### src/rtl/uart_tx_fc_if.sv
// Byte write channel into the UART transmitter.
// The producer holds data_in/data_valid until it sees data_ready.
interface uart_tx_fc_if;
  logic [7:0] data_in;
  logic       data_valid;
  logic       data_ready;

  modport master (
    output data_in,
    output data_valid,
    input  data_ready
  );

  modport slave (
    input  data_in,
    input  data_valid,
    output data_ready
  );
endinterface

### src/rtl/uart_tx_fc.sv
// UART transmitter, 8N1, with RTS/CTS handshake and input FIFO.
// A frame commits only if CTS answers during the start bit.
module uart_tx_fc #(
  parameter int CLKS_PER_BIT = 13,
  parameter int FIFO_DEPTH   = 4
) (
  input  logic         clk,
  input  logic         rst_n,
  uart_tx_fc_if.slave  s,
  output logic         tx,
  output logic         rts,
  input  logic         cts,
  output logic         busy,
  output logic         abort_err
);

  localparam int PW   = $clog2(FIFO_DEPTH);
  localparam int CNTW = PW + 1;
  localparam int CW   = $clog2(CLKS_PER_BIT);

  typedef enum logic [2:0] {
    IDLE,
    START,
    DATA,
    STOP,
    GAP
  } state_t;

  state_t          r_state;
  logic [CW-1:0]   r_bit_cnt;
  logic [2:0]      r_idx;
  logic [7:0]      r_mem [FIFO_DEPTH];
  logic [PW-1:0]   r_wr_ptr;
  logic [PW-1:0]   r_rd_ptr;
  logic [CNTW-1:0] r_count;

  logic       w_push;
  logic       w_pop;
  logic       w_bit_end;
  logic [7:0] w_head;

  assign w_bit_end    = (r_bit_cnt == CW'(CLKS_PER_BIT - 1));
  assign s.data_ready = (r_count != CNTW'(FIFO_DEPTH));
  assign w_push       = s.data_valid && s.data_ready;
  assign w_pop        = (r_state == STOP) && w_bit_end;
  assign w_head       = r_mem[r_rd_ptr];

  // FIFO storage; the head entry is never written while a frame uses it
  always_ff @(posedge clk) begin
    if (w_push) r_mem[r_wr_ptr] <= s.data_in;
  end

  // FIFO pointers and occupancy
  always_ff @(posedge clk) begin
    if (!rst_n) begin
      r_wr_ptr <= '0;
      r_rd_ptr <= '0;
      r_count  <= '0;
    end else begin
      if (w_push) r_wr_ptr <= r_wr_ptr + PW'(1);
      if (w_pop)  r_rd_ptr <= r_rd_ptr + PW'(1);
      unique case ({w_push, w_pop})
        2'b10:   r_count <= r_count + CNTW'(1);
        2'b01:   r_count <= r_count - CNTW'(1);
        default: r_count <= r_count;
      endcase
    end
  end

  // Frame sequencer with registered line outputs
  always_ff @(posedge clk) begin
    if (!rst_n) begin
      r_state   <= IDLE;
      r_bit_cnt <= '0;
      r_idx     <= '0;
      tx        <= 1'b1;
      rts       <= 1'b1;
      busy      <= 1'b0;
      abort_err <= 1'b0;
    end else begin
      abort_err <= 1'b0;
      unique case (r_state)
        IDLE: begin
          if (r_count != '0 && cts) begin
            r_state   <= START;
            r_bit_cnt <= '0;
            tx        <= 1'b0;
            rts       <= 1'b0;
            busy      <= 1'b1;
          end
        end
        START: begin
          if (w_bit_end) begin
            r_bit_cnt <= '0;
            if (!cts) begin
              r_state <= DATA;
              r_idx   <= '0;
              tx      <= w_head[0];
            end else begin
              r_state   <= IDLE;
              tx        <= 1'b1;
              rts       <= 1'b1;
              busy      <= 1'b0;
              abort_err <= 1'b1;
            end
          end else begin
            r_bit_cnt <= r_bit_cnt + CW'(1);
          end
        end
        DATA: begin
          if (w_bit_end) begin
            r_bit_cnt <= '0;
            if (r_idx == 3'd7) begin
              r_state <= STOP;
              tx      <= 1'b1;
            end else begin
              r_idx <= r_idx + 3'd1;
              tx    <= w_head[r_idx + 3'd1];
            end
          end else begin
            r_bit_cnt <= r_bit_cnt + CW'(1);
          end
        end
        STOP: begin
          if (w_bit_end) begin
            r_state   <= GAP;
            r_bit_cnt <= '0;
            rts       <= 1'b1;
          end else begin
            r_bit_cnt <= r_bit_cnt + CW'(1);
          end
        end
        GAP: begin
          if (w_bit_end) begin
            r_state   <= IDLE;
            r_bit_cnt <= '0;
            busy      <= 1'b0;
          end else begin
            r_bit_cnt <= r_bit_cnt + CW'(1);
          end
        end
        default: begin
          r_state <= IDLE;
          tx      <= 1'b1;
          rts     <= 1'b1;
          busy    <= 1'b0;
        end
      endcase
    end
  end

endmodule

### src/flat_wrapper.sv
// flat-port wrapper written by rule: the top's interface ports become plain ports
module uart_tx_fc_flat 
#(
  parameter int CLKS_PER_BIT = 13,
  parameter int FIFO_DEPTH   = 4
)
  (clk, rst_n, tx, rts, cts, busy, abort_err, s_data_in, s_data_valid, s_data_ready);
  uart_tx_fc_if s_i ();
  input  logic clk;
  input  logic rst_n;
  output logic tx;
  output logic rts;
  input  logic cts;
  output logic busy;
  output logic abort_err;
  input wire logic [$bits(s_i.data_in)-1:0] s_data_in;
  input wire logic [$bits(s_i.data_valid)-1:0] s_data_valid;
  output wire logic [$bits(s_i.data_ready)-1:0] s_data_ready;
  assign s_i.data_in = s_data_in;
  assign s_i.data_valid = s_data_valid;
  assign s_data_ready = s_i.data_ready;
  uart_tx_fc #(.CLKS_PER_BIT(CLKS_PER_BIT), .FIFO_DEPTH(FIFO_DEPTH)) u_core (.clk(clk), .rst_n(rst_n), .s(s_i), .tx(tx), .rts(rts), .cts(cts), .busy(busy), .abort_err(abort_err));
endmodule
### config.mk
export PLATFORM = sky130hd
export DESIGN_NAME = uart_tx_fc_flat
export DESIGN_NICKNAME = d
export VERILOG_FILES = /design/src/rtl/uart_tx_fc_if.sv /design/src/rtl/uart_tx_fc.sv /design/src/flat_wrapper.sv
export SDC_FILE = /design/constraint.sdc
export NUM_CORES = 1
export LEC_CHECK = 0
export CAP_MARGIN = 15
export CORE_ASPECT_RATIO = 0.9
export CORE_UTILIZATION = 25
export CTS_BUF_LIST = sky130_fd_sc_hd__clkbuf_8
export DETAILED_ROUTE_END_ITERATION = 8
export PLACE_DENSITY = 0.38
export SETUP_SLACK_MARGIN = 0.02
export SKIP_CTS_REPAIR_TIMING = 1
export SLEW_MARGIN = 10
export SYNTH_ARGS = -nofsm -noshare
export SYNTH_HDL_FRONTEND = slang
export SYNTH_SLANG_ARGS = --single-unit
### constraint.sdc
create_clock -name clk -period 4.7 [get_ports clk]
set_clock_uncertainty 0.2 [all_clocks]
set_input_delay 0.94 -clock clk [delete_from_list [all_inputs] [get_ports clk]]
set_output_delay 0.94 -clock clk [all_outputs]
set_load 0.005 [all_outputs]
* Word level (Yosys, flattened, before mapping)
Memories as Yosys holds them, arrays and structs flattened. A register that Yosys moved wholly into a read port is not among the register bits.
Cells that the tools add are included.
** Operators by class
- Mux-type cells :: 39
- Add/sub/neg operators :: 6
- Magnitude comparators :: 1
- Reduce and logical (&&, ||, !) cells :: 19
- Bitwise gates (word level) :: 3
- Eq/ne operators :: 18
** Operators by type and width (count)
- two-way mux 3 bit :: 10
- two-way mux 1 bit :: 16
- one-hot mux 3 bit (5 select lines) :: 1
- AND reduction 5 bit :: 3
- inequality test 2 x 1 -> 1 bit, second input constant :: 6
- one-hot mux 1 bit (4 select lines) :: 3
- one-hot mux 3 bit (2 select lines) :: 2
- two-way mux 4 bit :: 2
- one-hot mux 4 bit (2 select lines) :: 1
- adder 3 x 1 -> 3 bit, second input constant :: 2
- equality test 3 x 2 -> 1 bit, second input constant :: 2
- equality test 3 bit, second input constant :: 2
- two-way mux 2 bit :: 3
- inequality test 2 bit, second input constant :: 3
- AND reduction 6 bit :: 1
- nonzero test 2 bit :: 3
- OR reduction 2 bit :: 3
- adder 2 x 1 -> 2 bit, second input constant :: 2
- adder 4 x 1 -> 4 bit, second input constant :: 1
- equality test 4 bit, second input constant :: 1
- less-than comparator 3 x 4 -> 1 bit, second input constant :: 1
- AND reduction 4 bit :: 1
- OR reduction 4 bit :: 1
- binary-select mux 1 bit (select 3 bit) :: 1
- 11 further kinds :: 15
** Storage, ports and cells
- Memories kept :: 1
- Input bits :: 12
- Word-level logic and storage cells :: 97
- Register bits after elaboration :: 21
- RAM bits :: 32
** Memory list
- u_core.r_mem :: depth 4, width 8, read ports 1, clocked after Yosys merged registers in 1, write ports 1, line uart_tx_fc.sv:32 : logic [7:0] r_mem [FIFO_DEPTH];

* Longest topological paths before layout
- Depth in word-level cells :: 6
- Mapped depth :: 11

* Least setup slack after synthesis
Ideal clock, no wire load.
- Path type :: in2reg
- Start :: input port s_data_valid
- End :: register u_core.r_count[2]
- Cell stages on the path :: 8
- Data arrival time :: 2312 ps
- Slack :: 2113 ps
- Path through :: and2_1 -> inv_1 -> ha_1 -> inv_1 -> fa_1 -> xor2_1 -> or3_1 -> a21boi_0
** Between the ends
- Word-level cells in the longest chain between the ends :: 3
- Elaborated cells on any way between the ends :: 5
** RTL lines
- start, declared :: line flat_wrapper.sv:17 : input wire logic [$bits(s_i.data_valid)-1:0] s_data_valid;
- logical AND 1 bit * :: line uart_tx_fc.sv:44 : assign w_push = s.data_valid && s.data_ready;
- equality test 2 x 1 -> 1 bit / equality test 2 bit (equally long branches) :: line uart_tx_fc.sv:62 : unique case ({w_push, w_pop})
- one-hot mux 3 bit (2 select lines) / nonzero test 2 bit (equally long branches)
- end signal, assigned :: line uart_tx_fc.sv:63 : 2'b10: r_count <= r_count + CNTW'(1);
- end signal, assigned :: line uart_tx_fc.sv:64 : 2'b01: r_count <= r_count - CNTW'(1);
- end signal, assigned :: line uart_tx_fc.sv:65 : default: r_count <= r_count;
- end, declared :: line uart_tx_fc.sv:35 : logic [CNTW-1:0] r_count;
Mark *: on every way between the ends. The rest lies on a longest branch, timed or not.
A chain may end at the register's enable or synchronous reset.

* Worst setup path after layout
Ends and elaborated chain as after synthesis.

==> flow_summary_export.csv <==
group,metric,value,unit
final_layout,final_common_cell,"edfxtp_1",
floorplan,initial_core_util,26.3,%
final_layout,final_cell_mix,"edfxtp_1 (32), dfxtp_1 (23), nand2_1 (22)",
detailed_routing,wl,5240,um
placement,postPlaceCellArea,0.00287,mm^2
setup_path,start_kind,"primary input",
floorplan,die_area,0.0108,mm^2
timing,period_minus_slack,2850,ps
cts,root_buffer,"clkbuf_8",
setup_path,required,4730,ps
timing,finalCritPeriodShare,60.6,%
final_layout,design_area,0.00297,mm^2
placement,portBuffers,16,
timing,slew_violations,0,
timing,holdWs,274,ps
detailed_routing,detail_route.wl_per_cell,14.0,um
global_route,grt_first_pass_wirelength,8240,um
floorplan,core_area,0.00987,mm^2
flow_run,drv_cap,0,
synthesis,synth_ff_type,"edfxtp_1",
floorplan,io_pins,17,
setup_path,r2r_slack,1880,ps
global_route,overflow,0,
synthesis,ys_types,45,
setup_path,arrival,2880,ps
setup_path,rr_worst_depth,8,
setup_path,crit_path_end_kind,"register",
cts,cts.sinks,55,
setup_path,crit_fanout,5,
detailed_routing,ant_nets,0,
setup_path,worstPathCellList,"clkdlybuf4s50_1 > and2_1 > inv_1 > ha_1 > inv_1 > fa_1 > xor2_1 > or3_1 > a21boi_0",
final_layout,fillCellCount,1024,
cts,h-tree-depth,2,
setup_path,cp_slowest_stage_delay,460,ps
floorplan,die_h,98.7,um
timing,rsz0062_at_grt,"false",
floorplan,die_width,109,um
synthesis,ys_seq_area_share,54.8,%
power,p_leak,0.978,nW
cts,cts_made_buffers,5,
cts,clkLatencyLatePin,300,ps
final_layout,drive_above_1_share,5.65,%
hold_path,min_path_type,"register to register",
setup_path,reg2reg_from,"u_core.r_state[0]",
floorplan,num_rows,34,
detailed_routing,first_iter_violations,89,
placement,gp_congestion,0.713,
final_layout,layout.nets,269,
detailed_routing,drc,0,
synthesis,synth_area,0.00259,mm^2
synthesis,syn_inst,233,
detailed_routing,drt_pass1_iterations,4,
synthesis,yosysWarnings,0,
timing,relSlewSlack,32.4,%
timing,worst_slew_pin_slew,1010,ps
synthesis,syn_nets,255,
synthesis,yosys.area.top_type,"edfxtp_1",
setup_path,reg2reg_to,"u_core.r_count[2]",
global_route,track_usage,10.1,%
synthesis,synth.avg_cell_area,11.1,um^2
global_route,grt_pass1_vias,1515,
setup_path,critical_path.most_common_cell,"inv_1",
power,ir_drop,0.105,mV
synthesis,synth_top_area_share,37.0,%
detailed_routing,vias_per_cell,4.49,
timing,fmax,351,MHz
synthesis,synthTopCellsByArea,"edfxtp_1 (37%), dfxtp_1 (18%), mux2i_1 (6.2%), ha_1 (4.3%), nand2_1 (3.2%)",
synthesis,synth_edf_count,32,
global_route,grt_max_degree,23,
timing,setup_violations,0,
synthesis,ys_async_sr_fraction,0,%
timing,tns,0,ps
cts,cts.clk_slew.worst_paths,100,ps
final_layout,area_growth_syn_to_layout,14.3,%
global_route,antenna_found_initial,0,
cts,clk_path_buf_depth,2,
final_layout,stdcell_count,374,
timing,hold_viol,0,
final_layout,n_antenna_cell,0,
hold_path,hp-start,"u_core.r_idx[1]",
cts,cts_tree,"yes",
placement,dp_cells,366,
setup_path,worstSetupPathType,"primary input to register",
synthesis,synth_seq_cells,55,
hold_path,whs_endpoint,"u_core.r_idx[1]",
hold_path,min_path_cells,2,
detailed_routing,vias,1681,
setup_path,worst_path_max_delay_cell,"clkdlybuf4s50_1",
power,pwr_density_cell,343,mW/mm^2
placement,dpl.hpwl,3700,um
outcome,outcome,"completed",
-- flip-flops by register name (all words and copies together), names as in the netlist, named ones only --
signal and cells:
u_core.r_count 3, u_core.r_mem 32, u_core.r_state 3, u_core.r_bit_cnt 4
u_core.rts 1, u_core.r_wr_ptr 2, u_core.tx 1, u_core.r_idx 3
u_core.r_rd_ptr 2, u_core.busy 1, u_core.abort_err 1
-- area by class of cell --
class / count / area [um^2] / share of cell area [%]
Clock buffer: 6 / 82.6 / 2.78
Tap cell: 126 / 158 / 5.32
Sequential cell: 55 / 1420 / 47.9
Inverter: 9 / 33.8 / 1.14
Multi-Input combinational cell: 160 / 1090 / 36.9
Timing Repair Buffer: 16 / 160 / 5.40
Clock inverter: 2 / 16.3 / 0.549
-- routing by layer --
layer | up-vias | wire (um) | global-route usage, %
li1 | 873 | - | -
met1 | 779 | 2840 | 15.4
met2 | 25 | 2200 | 14.1
met3 | 4 | 148 | 2.18
met4 | 0 | 49 | 3.08
met5 | - | 0 | 0
-- worst max path at each step --
stage | from | end | slack, ps | depth (start not counted)
after global placement | s_data_valid | u_core.r_count[2] | 1570 | 9
after global routing | u_core.r_state[0] | u_core.r_count[2] | 1650 | 8
after detailed placement | s_data_valid | u_core.r_count[2] | 1530 | 9
final | s_data_valid | u_core.r_count[2] | 1850 | 9
after floorplan | s_data_valid | u_core.r_count[2] | 2110 | 8
after CTS | s_data_valid | u_core.r_count[2] | 1850 | 9
-- Yosys cell counts, drive strengths merged, types with 7 or more instances --
cell type / instances
a21boi: 7
a21oi: 10
and2: 8
dfxtp: 23
edfxtp: 32
ha: 9
inv: 9
mux2i: 16
nand2: 22
nand3: 9
nor2: 9
nor2b: 7
o21ai: 13
-- stage by stage --
step	setup slack, ps	total power (W)	util [%]
after detailed placement	1530	0.000756	29.0
after global routing	1650	0.00107	30.0
after CTS	1850	0.00103	30.0
after floorplan	2110	0.000699	-
final	1850	0.00102	30.0
after global placement	1570	0.000759	29.0
-- critical path, delay by kind of cell --
kind | cells | cell delay (ps)
AOI/OAI and AO/OA | 1 | 160
xor gates and xnor gates | 1 | 150
adders and majority gates | 2 | 550
buffers and inverters | 3 | 600
and+or+nand+nor | 2 | 500
-- kinds of logic (layout without fill, tap and decap cells) --
family                   Yosys count  in the layout  share of synthesized area (%)
multiplexers                      18             18                           7.47
buffers and inverters             18             33                           3.09
XOR/XNOR                           5              5                           1.69
adder cells (fa/ha/maj)           10             10                           5.11
flip-flops                        55             55                           54.8
AO/OA/AOI/OAI                     48             48                           11.7
AND/OR/NAND/NOR                   79             79                           16.2
-- power by group --
part	switching [W]	total [W]	leakage [nW]	internal (W)
clock network	0.000153	0.000274	0.0474	0.000121
logic	0.0000932	0.000169	0.450	0.0000756
registers	0.0000351	0.000575	0.481	0.000540
(Power assumes the default switching activity.)
